`src/rtl/pc_fetch.sv`:
```
`default_nettype none
// +----------------------------------------------------------------------------+
// | pc_fetch : instruction-fetch stage; owns the PC and feeds the IF/ID reg.   |
// | Revision : 1.0                                                              |
// +----------------------------------------------------------------------------+
module pc_fetch #(
   parameter logic [31:0] RESET_PC = 32'h0000_0000,
   parameter int          TIMEOUT  = 16,
   parameter int          CNT_W    = 5
) (
   input  logic        clk,
   input  logic        reset_n,
   input  logic [5:0]  stall,
   input  logic        flush,
   input  logic [31:0] new_pc,
   input  logic        branch_flag,
   input  logic [31:0] branch_target,
   output logic        inst_req,
   output logic [31:0] inst_addr,
   input  logic        inst_ack,
   input  logic [31:0] inst_rdata,
   output logic [31:0] pc_pc,
   output logic [31:0] pc_inst,
   output logic        pc_adel,
   output logic        stallreq_if,
   output logic        fetch_err
);

   localparam logic [CNT_W-1:0] c_TMO_LAST = CNT_W'(TIMEOUT - 1);

   typedef enum logic [1:0] {
      S_IDLE  = 2'd0,
      S_FETCH = 2'd1,
      S_HOLD  = 2'd2
   } state_t;

   state_t           r_state;
   state_t           w_state_nxt;
   logic [31:0]      r_pc;
   logic [31:0]      r_buf;
   logic             r_pend;
   logic [31:0]      r_pend_pc;
   logic [CNT_W-1:0] r_cnt;

   logic             w_aligned;
   logic             w_hold;
   logic             w_adv;
   logic             w_capture;
   logic             w_wait;
   logic [31:0]      w_next_pc;
   logic             w_unused;

   assign w_unused  = ^{stall[5:2], stall[0]};
   assign w_aligned = (r_pc[1:0] == 2'b00);
   assign w_hold    = stall[1];
   assign inst_addr = r_pc;
   assign w_next_pc = branch_flag ? branch_target :
                      r_pend      ? r_pend_pc     : r_pc + 32'd4;

   always_comb begin
      w_state_nxt = r_state;
      inst_req    = 1'b0;
      pc_pc       = 32'd0;
      pc_inst     = 32'd0;
      pc_adel     = 1'b0;
      w_adv       = 1'b0;
      w_capture   = 1'b0;
      w_wait      = 1'b0;
      case (r_state)
         S_IDLE: w_state_nxt = S_FETCH;
         S_FETCH: begin
            if (!w_aligned) begin
               // Misaligned PC becomes a word of its own carrying the address error.
               pc_pc   = r_pc;
               pc_adel = 1'b1;
               w_adv   = !w_hold;
            end else begin
               inst_req = 1'b1;
               if (inst_ack) begin
                  pc_pc   = r_pc;
                  pc_inst = inst_rdata;
                  if (w_hold) begin
                     w_capture   = 1'b1;
                     w_state_nxt = S_HOLD;
                  end else begin
                     w_adv = 1'b1;
                  end
               end else begin
                  w_wait = 1'b1;
               end
            end
         end
         S_HOLD: begin
            pc_pc   = r_pc;
            pc_inst = r_buf;
            pc_adel = !w_aligned;
            if (!w_hold) begin
               w_adv       = 1'b1;
               w_state_nxt = S_FETCH;
            end
         end
         default: w_state_nxt = S_IDLE;
      endcase
      if (flush) begin
         w_state_nxt = S_FETCH;
         pc_pc       = 32'd0;
         pc_inst     = 32'd0;
         pc_adel     = 1'b0;
         w_adv       = 1'b0;
         w_capture   = 1'b0;
         w_wait      = 1'b0;
      end
   end

   assign stallreq_if = w_wait;
   assign fetch_err   = w_wait && (r_cnt == c_TMO_LAST);

   always_ff @(posedge clk or negedge reset_n) begin
      if (!reset_n) begin
         r_state   <= S_IDLE;
         r_pc      <= RESET_PC;
         r_buf     <= 32'd0;
         r_pend    <= 1'b0;
         r_pend_pc <= 32'd0;
         r_cnt     <= '0;
      end else begin
         r_state <= w_state_nxt;
         if (flush) begin
            r_pc   <= new_pc;
            r_buf  <= 32'd0;
            r_pend <= 1'b0;
            r_cnt  <= '0;
         end else begin
            if (w_adv) begin
               r_pc   <= w_next_pc;
               r_pend <= 1'b0;
            end else if (branch_flag) begin
               r_pend    <= 1'b1;
               r_pend_pc <= branch_target;
            end
            if (w_capture) begin
               r_buf <= inst_rdata;
            end
            // Counter only runs while the request is outstanding; wraps after a timeout pulse.
            if (w_wait) begin
               r_cnt <= fetch_err ? '0 : r_cnt + CNT_W'(1);
            end else begin
               r_cnt <= '0;
            end
         end
      end
   end

endmodule
`default_nettype wire
```
`config.mk`:
```
export PLATFORM = sky130hd
export DESIGN_NAME = pc_fetch
export DESIGN_NICKNAME = d
export VERILOG_FILES = /design/src/rtl/pc_fetch.sv
export SDC_FILE = /design/constraint.sdc
export NUM_CORES = 1
export LEC_CHECK = 0
export ABC_AREA = 1
export CORE_MARGIN = 4
export CORE_UTILIZATION = 42
export CTS_BUF_LIST = sky130_fd_sc_hd__clkbuf_16
export CTS_CLUSTER_SIZE = 20
export DETAILED_ROUTE_END_ITERATION = 10
export PLACE_DENSITY = 0.72
export SLEW_MARGIN = 20
export SYNTH_ARGS = -nofsm -noshare
export SYNTH_HDL_FRONTEND = slang
export SYNTH_SLANG_ARGS = --single-unit
```
`constraint.sdc`:
```
create_clock -name clk -period 4.1 [get_ports clk]
set_clock_uncertainty 0.05 [all_clocks]
set_input_delay 0.615 -clock clk [delete_from_list [all_inputs] [get_ports clk]]
set_output_delay 0.615 -clock clk [all_outputs]
set_load 0.1 [all_outputs]
```
==> key figures, run 1 <==
Status
  • Outcome: complete, no violations

Drt
  • DRT iter0 DRCs: 511
  • Routed vias: 7049
  • Final wirelength: 22500 µm
  • Drt first pass iters: 7
  • WL/cell: 16.6 µm
  • Post-DRT Antenna Nets: 0
  • Drt via density: 5.20
  • Remaining DRCs: 0

Clock network
  • Post-CTS sizing: 0
  • CTS tree: done
  • CTS buffer count: 9
  • Clk root buf: clkbuf_16
  • Post CTS Setup Buffer Count: 0
  • Clock buffer depth: 2
  • Clock Sinks: 104
  • Clock transition at path regs: 0.07 ns
  • Clk_lat worst skew: 0.37 ns
  • H-tree depth: 3
  • CTS Hold Buffers Added: 0

Final layout
  • Fin util: 63.0%
  • Post-route non-filler standard cell count: 1356
  • Final non-filler cell area: 0.00972 mm²
  • Area delta synth->final: 44.9%
  • Antenna Cells: 0
  • Multi-input logic area: 0.00346 mm²
  • Nets: 1254
  • Area of all sequential standard cells: 0.00260 mm²
  • Share of layout cells above drive strength 1: 12.7%
  • Filler cells: 1386

Placed design
  • Buffers added on ports: 201
  • Placer Congestion: 0.920
  • Placed wire-length estimate: 16200 µm
  • Placed cell area: 0.00941 mm²
  • DP Cell Count: 1340

STA
  • Period minus WS final: 3.76 ns
  • Slew margin rel.: 27.5%
  • Fin. max-slew vios: 0
  • Fin crit share: 91.7%
  • Fmax: 266 MHz
  • Setup Viol. Count Final: 0
  • RSZ-0062 raised after global routing: no
  • Worst slew pin tran: 1.08 ns
  • Final Hold Viols: 0

Synthesis
  • Post-synthesis area per instance: 6.91 µm²
  • Async SR Flop Fraction: 100%
  • Post-synthesis cell type count: 34
  • EDFF count, synth: 0
  • Synth Net Count: 1085
  • Cell area after synthesis: 0.00671 mm²
  • Number of synthesized register bits: 104
  • Register area share after synthesis: 38.8%
  • Synth Instances: 971
  • Synth Warn #: 0
  • Synth Flop Type: dfrtp_1

Job
  • Total of max-cap violations: 0

Die
  • Core Box Area: 0.0154 mm²
  • Die height: 134 µm
  • Initial core utilization: 43.5%
  • Rows: 45
  • Die ar.: 0.0181 mm²
  • Die W: 134 µm
  • Io pins: 207

Pwr
  • Final Power: 6260 µW
  • LEAKAGE: 0.00421 µW
  • PD cells: 644 mW/mm²
  • VDD IR-drop max: 0.323 mV

Setup path
  • Reg-to-reg startpoint: r_state[0]$_DFFE_PN0P_
  • Crit path capture type: primary output
  • R2r worst-path depth: 12
  • Worst EP arrival: 3.09 ns
  • Crit Path Class: primary input to primary output
  • R2r endpoint: r_pend_pc[13]$_DFFE_PN0P_
  • Setup crit start: flush
  • Crit Path Max Fanout: 64
  • Reg-to-reg slack, setup: 1.21 ns
  • Startpoint class of the critical path: primary input
  • Crit path required time: 3.43 ns

GRT
  • Antenna violations before repair: 0
  • Vias in the first global route: 6445
  • First-pass GRT wire length: 35300 µm
  • Pin count of the biggest net entering global routing: 70
  • All-Layer GR Usage: 24.5%
  • GRT Residual Overflow: 0

Hold path
  • Tightest Hold Check Type: primary input to asynchronous set/reset pin
==> through the flow <==
stage | setup slack (ns) | TNS (ns) | hold WS [ns]
global placement | 0.766 | 0 | 0.397
floorplan | -0.0600 | -1.20 | 0.269
detailed placement | 0.741 | 0 | 0.403
global route | 0.0797 | 0 | 0.407
CTS | 0.739 | 0 | 0.370
finish | 0.340 | 0 | 0.316
==> layer usage <==
layer / vias up / routed length (µm) / global-route usage [%]
met3: 30 / 1520 / 4.91
met2: 257 / 10400 / 38.3
met4: 0 / 473 / 6.56
li1: 3468 / - / -
met5: - / 0 / 0
met1: 3294 / 10100 / 34.7
==> critical path, stage by stage <==
cell	delay (ns)
clkdlybuf4s50_1	0.51
nor2_1	0.21
clkinv_2	0.75
nor3_1	0.74
buf_12	0.25
==> cell usage in the layout (no fill, tap or decap), drive strengths merged <==
cell type      Yosys  layout
xor2               6       6
ha                 7       7
a21oi             41      41
clkinvlp           0       1
buf               33      83
bufinv             0       1
inv               85      88
dfrtp            104     104
clkbuf            23       9
nor2             110     110
nand2            326     326
nand3            104     104
o211ai             3       3
clkdlybuf4s50      0     131
a31oi              1       1
or2                2       2
xnor2              1       1
o21ai             70      70
clkinv             0       2
o22ai              2       2
and2               2       2
a221oi            24      24
nor3              27      27
==> synth_stat cells, types with 5 or more instances <==
library cell,number,area (µm²)
nand2_1,320,1200
nor2_1,105,394
dfrtp_1,104,2600
nand3_1,83,415
inv_1,77,289
o21ai_0,59,295
a21oi_1,41,205
nor3_1,27,135
a221oi_1,24,210
clkbuf_1,21,78.8
nand3_2,20,200
buf_2,19,95.1
o21ai_1,10,50.1
ha_1,7,87.6
xor2_1,6,52.6
inv_2,5,18.8
==> state kept, by name (all words and copies together), names as in the netlist <==
name,cells
r_state,2
r_buf,32
r_pend_pc,32
r_pend,1
r_cnt,5
inst_addr,32
==> cell families after synthesis <==
family	Yosys count	share of synthesized area (%)
AO/OA/AOI/OAI	141	12.2
AND/OR/NAND/NOR	571	37.0
buffers and inverters	141	9.79
XOR/XNOR	7	0.914
adder cells (fa/ha/maj)	7	1.31
flip-flops	104	38.8
==> final cells by class <==
type / count / share of cell area [%]
multi-input combinational: 726 / 35.6
timing repair buffer: 214 / 28.4
sequential: 104 / 26.8
inverter: 85 / 3.37
tap: 211 / 2.72
clock buffer: 9 / 2.32
clock inverter: 7 / 0.914
==> where the power goes <==
part	switching, µW	internal, µW
registers	269	1290
logic	2770	1000
clock network	442	489
==> worst max-delay path by stage <==
stage                endpoint  slack, ns  depth (start not counted)
floorplan           pc_pc[11]      -0.06                          5
global placement    pc_pc[14]       0.77                          5
detailed placement  pc_pc[14]       0.74                          5
CTS                 pc_pc[14]       0.74                          7
global route        pc_pc[17]       0.08                          7
finish              pc_pc[14]       0.34                          5
(Power assumes the default switching activity.)
==> run 2, diff against run 1 <==
--- a/config.mk
+++ b/config.mk
@@ -12,7 +12,7 @@
 export CTS_CLUSTER_SIZE = 20
 export DETAILED_ROUTE_END_ITERATION = 10
 export PLACE_DENSITY = 0.72
-export SLEW_MARGIN = 20
+export SLEW_MARGIN = 10
 export SYNTH_ARGS = -nofsm -noshare
 export SYNTH_HDL_FRONTEND = slang
 export SYNTH_SLANG_ARGS = --single-unit
==> run 2 against run 1 <==
Against the previous run: sequential share of layout area hardly changed; total power hardly changed; final area hardly changed; clock power hardly changed; cell count stayed put; die area stayed put; first-iteration DRC count stayed put; flip-flop and latch count stayed put; global-route usage stayed put; worst setup slack better by 0.41 ns; non-clock buffer count stayed put; largest power group unchanged; highest routed layer unchanged.
==> key figures, run 2 (synthesis gave the netlist of run 1 again) <==
Pwr
  • VDD IR-drop max: 0.322 mV
  • PD cells: 644 mW/mm²
  • LEAKAGE: 0.00421 µW
  • Final Power: 6260 µW

Final layout
  • Final non-filler cell area: 0.00972 mm²
  • Multi-input logic area: 0.00346 mm²
  • Nets: 1254
  • Most frequent cells in the layout: nand2_1, clkdlybuf4s50_1, dfrtp_1
  • Area of all sequential standard cells: 0.00260 mm²
  • Filler cells: 1387
  • Antenna Cells: 0
  • Area delta synth->final: 44.9%
  • Leading cell type in the layout, fill and taps excluded: nand2_1
  • Share of layout cells above drive strength 1: 12.7%

Setup path
  • Slowest Stage Delay on Critical Path: 0.86 ns
  • R2r worst-path depth: 12
  • Slowest CP cell: inv_2
  • Largest delay share family, worst path: buffers and inverters
  • Crit Path Max Fanout: 64
  • Crit Path Class: primary input to primary output
  • Critical path buffers and inverters: 3
  • Crit path capture type: primary output
  • Reg-to-reg slack, setup: 1.21 ns
  • R2r endpoint: r_pend_pc[13]$_DFFE_PN0P_
  • Worst EP arrival: 2.69 ns
  • Worst path cell trace: clkdlybuf4s50_1, nor2_1, inv_2, nor3_1, buf_12
  • Startpoint class of the critical path: primary input
  • Reg-to-reg startpoint: r_state[0]$_DFFE_PN0P_
  • Crit path required time: 3.43 ns

Die
  • Die ar.: 0.0181 mm²
  • Die W: 134 µm
  • Die height: 134 µm
  • Initial core utilization: 43.5%
  • Core Box Area: 0.0154 mm²
  • Rows: 45
  • Io pins: 207

Placed design
  • Place WS: 0.741 ns
  • Placer Congestion: 0.920
  • Placed cell area: 0.00941 mm²
  • Placed wire-length estimate: 16200 µm
  • Buffers added on ports: 201

GRT
  • Antenna violations before repair: 0
  • Pin count of the biggest net entering global routing: 70
  • GRT Residual Overflow: 0
  • First-pass GRT wire length: 35300 µm
  • All-Layer GR Usage: 24.5%
  • Vias in the first global route: 6445

Clock network
  • Post-CTS sizing: 0
  • CTS tree: done
  • Clock buffer depth: 2
  • CTS Hold Buffers Added: 0
  • CTS buffer count: 9
  • Clk root buf: clkbuf_16
  • H-tree depth: 3
  • Clk_lat worst skew: 0.36 ns
  • Clock transition at path regs: 0.07 ns
  • Post CTS Setup Buffer Count: 0
  • Clock Sinks: 104

Drt
  • Remaining DRCs: 0
  • Drt first pass iters: 7
  • Drt via density: 5.20
  • Final wirelength: 22500 µm
  • Post-DRT Antenna Nets: 0
  • WL/cell: 16.6 µm
  • DRT iter0 DRCs: 511
  • Routed vias: 7046

Job
  • Total of max-cap violations: 0

STA
  • Fin crit share: 81.8%
  • Final Hold Viols: 0
  • Fin. max-slew vios: 0
  • Fmax: 298 MHz
  • Period minus WS final: 3.35 ns
  • RSZ-0062 raised after global routing: no
  • Setup Viol. Count Final: 0
  • Worst slew pin tran: 1.18 ns
  • Total negative slack: 0 ns
  • Slew margin rel.: 21.0%
  • Final worst slack: 0.747 ns

Status
  • Outcome: complete, no violations

Hold path
  • Tightest Hold Check Type: primary input to asynchronous set/reset pin
==> run 2: cell types whose count changed in the layout (fill, tap and decap cells not counted) <==
cell	change
clkinv_2	-1
inv_2	+1
==> run 2: per-layer routing <==
| metal | wire length, µm | GRT usage, % | up-vias | share of wire, % |
|---|---|---|---|---|
| met5 | 0 | 0 | - | 0 |
| met4 | 473 | 6.56 | 0 | 2.1 |
| met3 | 1510 | 4.91 | 30 | 6.7 |
| met2 | 10400 | 38.3 | 255 | 46 |
| met1 | 10100 | 34.7 | 3293 | 45 |
| li1 | - | - | 3468 | - |
==> run 2: layout make-up <==
cell class	count	share of cell area (%)
Timing Repair Buffer	214	28.4
Clock inverter	7	0.914
Inverter	85	3.36
Clock buffer	9	2.32
Sequential cell	104	26.8
Tap cell	211	2.72
Multi-Input combinational cell	726	35.6
==> run 2: metrics by stage <==
stage                     instances  utilization [%]  hold WS [ns]
final                          1356             63.0         0.316
after global routing           1356             63.0         0.407
after CTS                      1356             63.0         0.370
after detailed placement       1340             61.0         0.403
after global placement         1340             61.0         0.397
after floorplan                 971                -         0.269
==> run 2: worst max path at each step <==
stage | from | end | cells past startpoint
4_1_cts | r_state[0]$_DFFE_PN0P_ | pc_pc[14] | 7
2_1_floorplan | inst_addr[0]$_DFFE_PN0P_ | pc_pc[11] | 5
6_report | flush | pc_pc[14] | 5
3_3_place_gp | flush | pc_pc[14] | 5
5_1_grt | r_state[0]$_DFFE_PN0P_ | pc_pc[17] | 7
3_5_place_dp | flush | pc_pc[14] | 5
==> run 2: power breakdown <==
group          switching [µW]  internal (µW)
Combinational            2770            998
Clock                     442            489
Sequential                269           1290
==> run 3, diff against run 2 <==
==> constraint.sdc (replaced) <==
create_clock -name clk -period 3.4 [get_ports clk]
set_clock_uncertainty 0.05 [all_clocks]
set_input_delay 0.51 -clock clk [delete_from_list [all_inputs] [get_ports clk]]
set_output_delay 0.51 -clock clk [all_outputs]
set_load 0.1 [all_outputs]
==> run 3 against run 2 <==
Against the previous run: first-iteration DRC count up 15%; global-route usage down 0.19 points; core utilization up 0.57 points; combinational power up 22%; critical path type is now flip-flop to primary output; largest power group unchanged.
==> key figures, run 3 (synthesis gave the netlist of run 1 again) <==
Status
  • Outcome: complete, no violations

Final layout
  • Most frequent cells in the layout: nand2_1, clkdlybuf4s50_1, dfrtp_1
  • Share of layout cells above drive strength 1: 16.8%
  • Nets: 1253
  • Antenna Cells: 0
  • Leading cell type in the layout, fill and taps excluded: nand2_1
  • Filler cells: 1386
  • Area delta synth->final: 46.2%
  • Multi-input logic area: 0.00358 mm²
  • Area of all sequential standard cells: 0.00260 mm²

Drt
  • Post-DRT Antenna Nets: 0
  • Remaining DRCs: 0
  • WL/cell: 16.3 µm
  • Final wirelength: 22100 µm
  • Drt via density: 5.30
  • Drt first pass iters: 5
  • Routed vias: 7181
  • DRT iter0 DRCs: 587

STA
  • Slew margin rel.: 34.6%
  • RSZ-0062 raised after global routing: no
  • Fmax: 318 MHz
  • Period minus WS final: 3.14 ns
  • Fin crit share: 92.4%
  • Final Hold Viols: 0
  • Fin. max-slew vios: 0
  • Worst slew pin tran: 0.978 ns
  • Worst hold slack: 0.129 ns
  • Setup Viol. Count Final: 0
  • Total negative slack: 0 ns

GRT
  • GRT Residual Overflow: 0
  • Pin count of the biggest net entering global routing: 78
  • Antenna violations before repair: 0
  • All-Layer GR Usage: 24.3%
  • First-pass GRT wire length: 35500 µm
  • Vias in the first global route: 6910

Setup path
  • Slowest CP cell: inv_2
  • Crit path capture type: primary output
  • Crit path required time: 2.84 ns
  • Reg-to-reg slack, setup: 0.82 ns
  • Worst path cell trace: inv_1, ha_1, inv_1, nor2_1, inv_2, buf_6, nor2_1, buf_12
  • Largest delay share family, worst path: buffers and inverters
  • Crit Path Max Fanout: 34
  • Slowest Stage Delay on Critical Path: 0.46 ns
  • Crit Path Class: flip-flop to primary output
  • Startpoint class of the critical path: flip-flop
  • Worst EP arrival: 2.58 ns
  • Critical path buffers and inverters: 5

Die
  • Die ar.: 0.0181 mm²
  • Die height: 134 µm
  • Die W: 134 µm
  • Initial core utilization: 43.5%
  • Core Box Area: 0.0154 mm²
  • Rows: 45
  • Io pins: 207

Placed design
  • Placer Congestion: 0.899
  • Placed wire-length estimate: 15700 µm
  • Buffers added on ports: 201

Pwr
  • VDD IR-drop max: 0.375 mV
  • Net Sw Frac: 55.6%
  • Gate power share: 60.9%
  • LEAKAGE: 0.00422 µW
  • PD cells: 768 mW/mm²
  • Part of the power in registers: 25.2%
  • Sw Pwr: 4190 µW
  • Clock network power share: 13.9%
  • Pint: 3340 µW

Clock network
  • H-tree depth: 3
  • CTS tree: done
  • Clock Sinks: 104
  • Clock buffer depth: 2
  • Clk root buf: clkbuf_16
  • CTS buffer count: 9
  • Clk_lat worst skew: 0.36 ns
  • Clock transition at path regs: 0.08 ns
  • CTS Hold Buffers Added: 0

Job
  • Total of max-cap violations: 0

Hold path
  • Tightest Hold Check Type: primary input to asynchronous set/reset pin
-- run 3: worst paths after layout --
| check | from | to | depth (start not counted) |
|---|---|---|---|
| worst max register to register | r_state[0]$_DFFE_PN0P_ | r_pend_pc[8]$_DFFE_PN0P_ | 12 |
| worst max-delay path | r_state[0]$_DFFE_PN0P_ | pc_pc[1] | 8 |
| worst min-delay path | reset_n | r_pend_pc[15]$_DFFE_PN0P_ | 1 |
| worst min register to register | r_cnt[0]$_DFF_PN0_ | r_cnt[0]$_DFF_PN0_ | 1 |
| min in group clk | r_cnt[0]$_DFF_PN0_ | r_cnt[0]$_DFF_PN0_ | 1 |
| max in group asynchronous | reset_n | r_cnt[4]$_DFF_PN0_ | 2 |
-- run 3: area by class of cell --
cell class / instances / area share, %
inverters: 85 / 3.33
well taps: 211 / 2.69
clock buffers: 9 / 2.30
repair buffers: 213 / 28.0
multi-input cells: 726 / 36.5
flip-flops and latches: 104 / 26.5
clock inverters: 6 / 0.638
-- run 3: metal layers --
metal	vias up	part of all wire (%)	track usage, %
met5	-	0	0
met4	0	2.7	7.64
met3	46	10	8.66
met2	321	46	38.7
met1	3348	41	30.9
li1	3466	-	-
-- run 3: power by group through the flow --
stage	sequential [µW]	clock, µW	combinational [µW]
floorplan	2790	0	2330
global placement	1900	0	4540
detailed placement	1910	0	4590
CTS	1890	1080	4590
global route	1950	1120	4840
finish	1900	1050	4590
-- run 3: repair_timing --
action                                  4_1_cts  5_1_grt
hold endpoints to repair                      0        0
gates resized for setup                       0        1
setup buffers                                 0        0
endpoints found under the setup margin        0        2
-- run 3: through the flow --
step / area, µm² / total power [µW] / instances / util (%) / setup slack [ns]
2_1_floorplan: 6840 / 5120 / 971 / - / -0.655
3_3_place_gp: 9520 / 6440 / 1339 / 61.7 / 0.349
3_5_place_dp: 9520 / 6490 / 1339 / 61.7 / 0.319
4_1_cts: 9810 / 7560 / 1354 / 63.6 / 0.0735
5_1_grt: 9810 / 7920 / 1354 / 63.6 / 0.111
6_report: 9810 / 7530 / 1354 / 63.6 / 0.259
==> edit 1: new RTL, flow settings as in run 3 <==
Change the parameter `CNT_W` from 5 to 4.
--- a/src/rtl/pc_fetch.sv
+++ b/src/rtl/pc_fetch.sv
@@ -6,7 +6,7 @@
 module pc_fetch #(
    parameter logic [31:0] RESET_PC = 32'h0000_0000,
    parameter int          TIMEOUT  = 16,
-   parameter int          CNT_W    = 5
+   parameter int          CNT_W    = 4
 ) (
    input  logic        clk,
    input  logic        reset_n,
Behaviour: no difference found for any inputs over 4 cycles, from zero or initial values and one cycle with reset_n low; that may be too few to reach the edited logic, so the function may still have changed.
==> edit 1 against run 3 <==
- hold slack got worse by 0.032 ns
- global-route usage rose by 0.66 points
- highest routed layer is now met5
- setup slack improved by 0.18 ns
- area after synthesis shrank 3.6%
- synthesized cell count is 0.41% lower
- total power down 0.62%
- sequential cell count fell by 1
- fmax is 6.1% higher
- first-iteration DRC count rose by 1.4%
- final area down 1.6%
- non-clock buffer count up 6
- wire length shrank 0.55%
==> edit 1: results (changes against run 3) <==
Iteration-0 DRC Markers 595 (was 587); routed vias 7,027 (was 7,181); xor and xnor area share after synthesis 0.541% (was 0.914%); post-DP HPWL 16,000 um (was 15,700 um); outcome completed (unchanged); number of global-route vias before repair 6,803 (was 6,910); distinct cell type count of the synthesized netlist 29 (was 34); post-CTS sizing 0 (unchanged); arrival time at the worst endpoint 2.40 ns (was 2.58 ns); last weighted congestion value of the routability-driven placer 0.879 (was 0.899); Setup Slack @ Placement 0.433 ns (was 0.319 ns); fraction of the mapped netlist area in adder cells 1.35% (was 1.31%); fin nets 1,257 (was 1,253); aggregate global-route resource usage 24.9% (was 24.3%); Synthesized Nets 1,081 (was 1,085); cell types occupying the most area after synthesis sky130_fd_sc_hd__dfrtp_1 (40%), sky130_fd_sc_hd__nand2_1 (20%), sky130_fd_sc_hd__nand3_1 (6.0%), sky130_fd_sc_hd__nor2_1 (5.6%), sky130_fd_sc_hd__o21ai_0 (5.0%) (was sky130_fd_sc_hd__dfrtp_1 (39%), sky130_fd_sc_hd__nand2_1 (18%), sky130_fd_sc_hd__nand3_1 (6.2%), sky130_fd_sc_hd__nor2_1 (5.9%), sky130_fd_sc_hd__o21ai_0 (4.4%)); layout cells sized above 1 16.6% (was 16.8%); largest net degree at the start of global routing 45 (was 78); Least-Margin Pin Slew 0.986 ns (was 0.978 ns); Synthesis Warnings 0 (unchanged); top cell types by occurrence after synthesis sky130_fd_sc_hd__nand2_1 (345), sky130_fd_sc_hd__dfrtp_1 (103), sky130_fd_sc_hd__nor2_1 (96), sky130_fd_sc_hd__inv_1 (81), sky130_fd_sc_hd__nand3_1 (77) (was sky130_fd_sc_hd__nand2_1 (320), sky130_fd_sc_hd__nor2_1 (105), sky130_fd_sc_hd__dfrtp_1 (104), sky130_fd_sc_hd__nand3_1 (83), sky130_fd_sc_hd__inv_1 (77)); Max stage delay cell, worst path sky130_fd_sc_hd__nor3_1 (was sky130_fd_sc_hd__inv_2); global-route wire length before repair 35,400 um (was 35,500 um); largest voltage drop on the vdd net 0.599 mV (was 0.375 mV); Crit Path Max Fanout 29 (was 34); synthesized-area fraction occupied by ao, oa, aoi and oai cells 12.6% (was 12.2%)
## edit 1: worst paths after layout
kind,depth (start not counted),slack [ns],end,startpoint
min in group clk,1,0.42,r_cnt[0],r_cnt[0]
hold reg to reg,1,0.42,r_cnt[0],r_cnt[0]
hold / removal,1,0.1,r_pend_pc[16],reset_n
setup / recovery,8,0.44,pc_pc[8],r_state[1]
max in group asynchronous,2,2.44,inst_addr[3],reset_n
setup reg to reg,10,0.71,inst_addr[15],r_state[1]
## edit 1: routing by layer
metal,track usage [%],share of wire [%],vias up
li1,-,-,3451
met1,31.4,42,3273
met2,41.0,47,275
met3,8.85,10,26
met4,6.13,1.4,2
met5,0,0.036,-
## edit 1: stage by stage
| stage | setup TNS, ns | cell area, um^2 | std cells |
|---|---|---|---|
| 6_report | 0 | 9660 | 1335 |
| 3_5_place_dp | 0 | 9370 | 1320 |
| 4_1_cts | 0 | 9660 | 1335 |
| 2_1_floorplan | -13.78 | 6650 | 967 |
| 5_1_grt | 0 | 9660 | 1335 |
| 3_3_place_gp | 0 | 9370 | 1320 |
## edit 1: final cells by class
type / instances / area, um^2
fill: 1324 / 5490
tap: 188 / 235
multi-input combinational: 724 / 3470
inverter: 86 / 323
clock inverter: 6 / 56.3
clock buffer: 9 / 225
timing repair buffer: 219 / 2770
sequential: 103 / 2580
## edit 1: worst max-delay path: cells and delay by family, from the launching register on
kind | cells | cell delay (ns)
flip-flops | 1 | 0.41
adder cells (fa/ha/maj) | 1 | 0.22
AND/OR/NAND/NOR | 3 | 0.64
buffers and inverters | 4 | 0.75
## edit 1: report_power, final
part / switching, W / internal (W)
Combinational: 0.00336 / 0.00121
Sequential: 0.000333 / 0.00155
Clock: 0.000471 / 0.000560
==> edit 2: new RTL, config.mk and constraints of run 3 <==
Without the edit above. Make the reset (`reset_n`) synchronous in one clocked block.
--- a/src/rtl/pc_fetch.sv
+++ b/src/rtl/pc_fetch.sv
@@ -115,7 +115,7 @@
    assign stallreq_if = w_wait;
    assign fetch_err   = w_wait && (r_cnt == c_TMO_LAST);
 
-   always_ff @(posedge clk or negedge reset_n) begin
+   always_ff @(posedge clk) begin
       if (!reset_n) begin
          r_state   <= S_IDLE;
          r_pc      <= RESET_PC;
Formal check against the unedited RTL: differs if reset_n is asserted again (counterexample within 4 cycles, from zero or initial values and one cycle with reset_n low); with reset_n held inactive, the same outputs for 4 cycles.
==> edit 2 against run 3 <==
- setup slack lost 0.0020 ns
- fmax is essentially flat
- area after synthesis shrank 6.9%
- sequential cell count is the same
- final area shrank 1.7%
- wire length grew 3.9%
- first-iteration DRC count grew 21%
- sequential share of layout area shrank 4.9 points
Power is not compared: it rests on default switching activity, and its combinational part moved more than twofold at a synthesized area within 25%.
==> edit 2: results (changes against run 3) <==
outcome completed (unchanged); Iteration-0 DRC Markers 713 (was 587); layout cells sized above 1 18.6% (was 16.8%); arrival time at the worst endpoint 2.58 ns (about the same); sequential element share of the synthesized area 33.3% (was 38.8%); worst reg2reg endpoint r_pend_pc[20] (was r_pend_pc[8]); post-DP HPWL 16,900 um (was 15,700 um); depth of the worst register-to-register path 10 (was 12); Crit Path Max Fanout 15 (was 34); met3 Track Usage GR 7.00% (was 8.66%); last weighted congestion value of the routability-driven placer 0.969 (was 0.899); met2 demand-to-capacity share in global routing 40.9% (was 38.7%); cell types occupying the most area after synthesis sky130_fd_sc_hd__dfxtp_1 (33%), sky130_fd_sc_hd__nand2_1 (14%), sky130_fd_sc_hd__nor2_1 (10%), sky130_fd_sc_hd__a21oi_1 (8.1%), sky130_fd_sc_hd__o21ai_0 (6.3%) (was sky130_fd_sc_hd__dfrtp_1 (39%), sky130_fd_sc_hd__nand2_1 (18%), sky130_fd_sc_hd__nand3_1 (6.2%), sky130_fd_sc_hd__nor2_1 (5.9%), sky130_fd_sc_hd__o21ai_0 (4.4%)); fin nets 1,286 (was 1,253); top cell types by occurrence after synthesis sky130_fd_sc_hd__nand2_1 (229), sky130_fd_sc_hd__nor2_1 (171), sky130_fd_sc_hd__dfxtp_1 (104), sky130_fd_sc_hd__a21oi_1 (101), sky130_fd_sc_hd__o21ai_0 (78) (was sky130_fd_sc_hd__nand2_1 (320), sky130_fd_sc_hd__nor2_1 (105), sky130_fd_sc_hd__dfrtp_1 (104), sky130_fd_sc_hd__nand3_1 (83), sky130_fd_sc_hd__inv_1 (77)); clock transition at the register clock pins on the worst setup and hold paths after CTS 0.08 ns (about the same); post-CTS sizing 0 (unchanged); DP Area 9360 um^2 (was 9520 um^2); insertion delay of the later-clocked pin in the worst-skew pair 0.36 ns (about the same); routed vias 7,414 (was 7,181); largest net degree at the start of global routing 47 (was 78); initial antenna violation count 1 (was 0); Setup Slack @ Placement 0.365 ns (was 0.319 ns); flop2flop setup slack 0.50 ns (was 0.82 ns); most frequent standard cell in the layout excluding fill and tap cells sky130_fd_sc_hd__nand2_1 (unchanged); Synthesized Nets 1,116 (was 1,085); launching point of the worst reg2reg path r_state[0] (unchanged); min-delay worst type reg -> reg (was in -> async); number of optimization iterations in the first detailed-route pass 5 (unchanged); wire length per cell 16.9 um (was 16.3 um); asr flop ratio synth 0% (was 100%); global-route wire length before repair 36,100 um (was 35,500 um); number of global-route vias before repair 6,898 (was 6,910); distinct cell type count of the synthesized netlist 36 (was 34); endpoint with the worst hold slack r_pend_pc[7]; HP Start r_pend_pc[7]; Top FF cell, synth sky130_fd_sc_hd__dfxtp_1 (was sky130_fd_sc_hd__dfrtp_1); aggregate global-route resource usage 26.8% (was 24.3%); number of buffers inserted during clock tree synthesis 9 (unchanged); Least-Margin Pin Slew 1.07 ns (was 0.978 ns); met1 track utilization from global routing 37.6% (was 30.9%); static leakage 3.62 nW
-- edit 2: cell types whose count changed in the layout (fill, tap and decap cells not counted), sizes merged, moves of 9 or more --
cell   change
buf       +13
a21oi     +70
nor2      +70
nand3     -26
inv       -18
dfxtp    +104
nand2     -85
o21ai      +9
dfrtp    -104
-- edit 2: how the worst max path moves through the flow --
stage / slack, ns / depth (start not counted) / start / to
floorplan: -0.71 / 5 / inst_addr[1] / pc_pc[10]
global placement: 0.40 / 9 / flush / r_pend_pc[19]
detailed placement: 0.36 / 9 / flush / r_pend_pc[20]
CTS: 0.27 / 8 / r_state[0] / pc_pc[9]
global route: 0.11 / 8 / r_state[0] / pc_pc[9]
finish: 0.26 / 8 / r_state[0] / pc_pc[9]
-- edit 2: cells by family after synthesis --
group / share of synthesized area (%)
AND/OR/NAND/NOR: 36.0
AO/OA/AOI/OAI: 20.1
buffers and inverters: 8.80
flip-flops: 33.3
adder cells (fa/ha/maj): 1.40
XOR/XNOR: 0.421
-- edit 2: area by class of cell --
| type | count | area [um^2] |
|---|---|---|
| fill | 1286 | 4890 |
| multi-input combinational | 768 | 4020 |
| timing repair buffer | 221 | 2770 |
| sequential | 104 | 2080 |
| inverter | 68 | 255 |
| tap | 184 | 230 |
| clock buffer | 9 | 225 |
| clock inverter | 7 | 57.6 |
| antenna | 2 | 5.00 |
-- edit 2: per-stage QoR --
step | total power [W] | hold slack (ns) | std cells
detailed placement | 0.00234 | 0.388 | 1345
finish | 0.00333 | 0.400 | 1363
CTS | 0.00334 | 0.400 | 1361
global placement | 0.00233 | 0.381 | 1345
floorplan | 0.00200 | 0.368 | 1002
global route | 0.00345 | 0.425 | 1362
-- edit 2: layer usage --
layer,vias to the layer above,routed length [um]
met1,3450,10200
li1,3636,-
met2,298,10200
met3,30,2080
met4,0,444
met5,-,0
-- edit 2: power by group through the flow --
stage	logic [W]	registers [W]	clock network (W)
CTS	0.000977	0.00134	0.00102
detailed placement	0.000974	0.00136	0
floorplan	0.000441	0.00156	0
global placement	0.000968	0.00136	0
global route	0.00104	0.00135	0.00107
finish	0.000980	0.00134	0.00101
-- edit 2: worst max-delay path, stage by stage (launching register included) --
cell	delay, ns
sky130_fd_sc_hd__dfxtp_1	0.39
sky130_fd_sc_hd__inv_1	0.08
sky130_fd_sc_hd__ha_1	0.32
sky130_fd_sc_hd__inv_1	0.05
sky130_fd_sc_hd__nor2_1	0.16
sky130_fd_sc_hd__nand2_2	0.33
sky130_fd_sc_hd__buf_4	0.32
sky130_fd_sc_hd__nor3_1	0.33
sky130_fd_sc_hd__buf_12	0.22
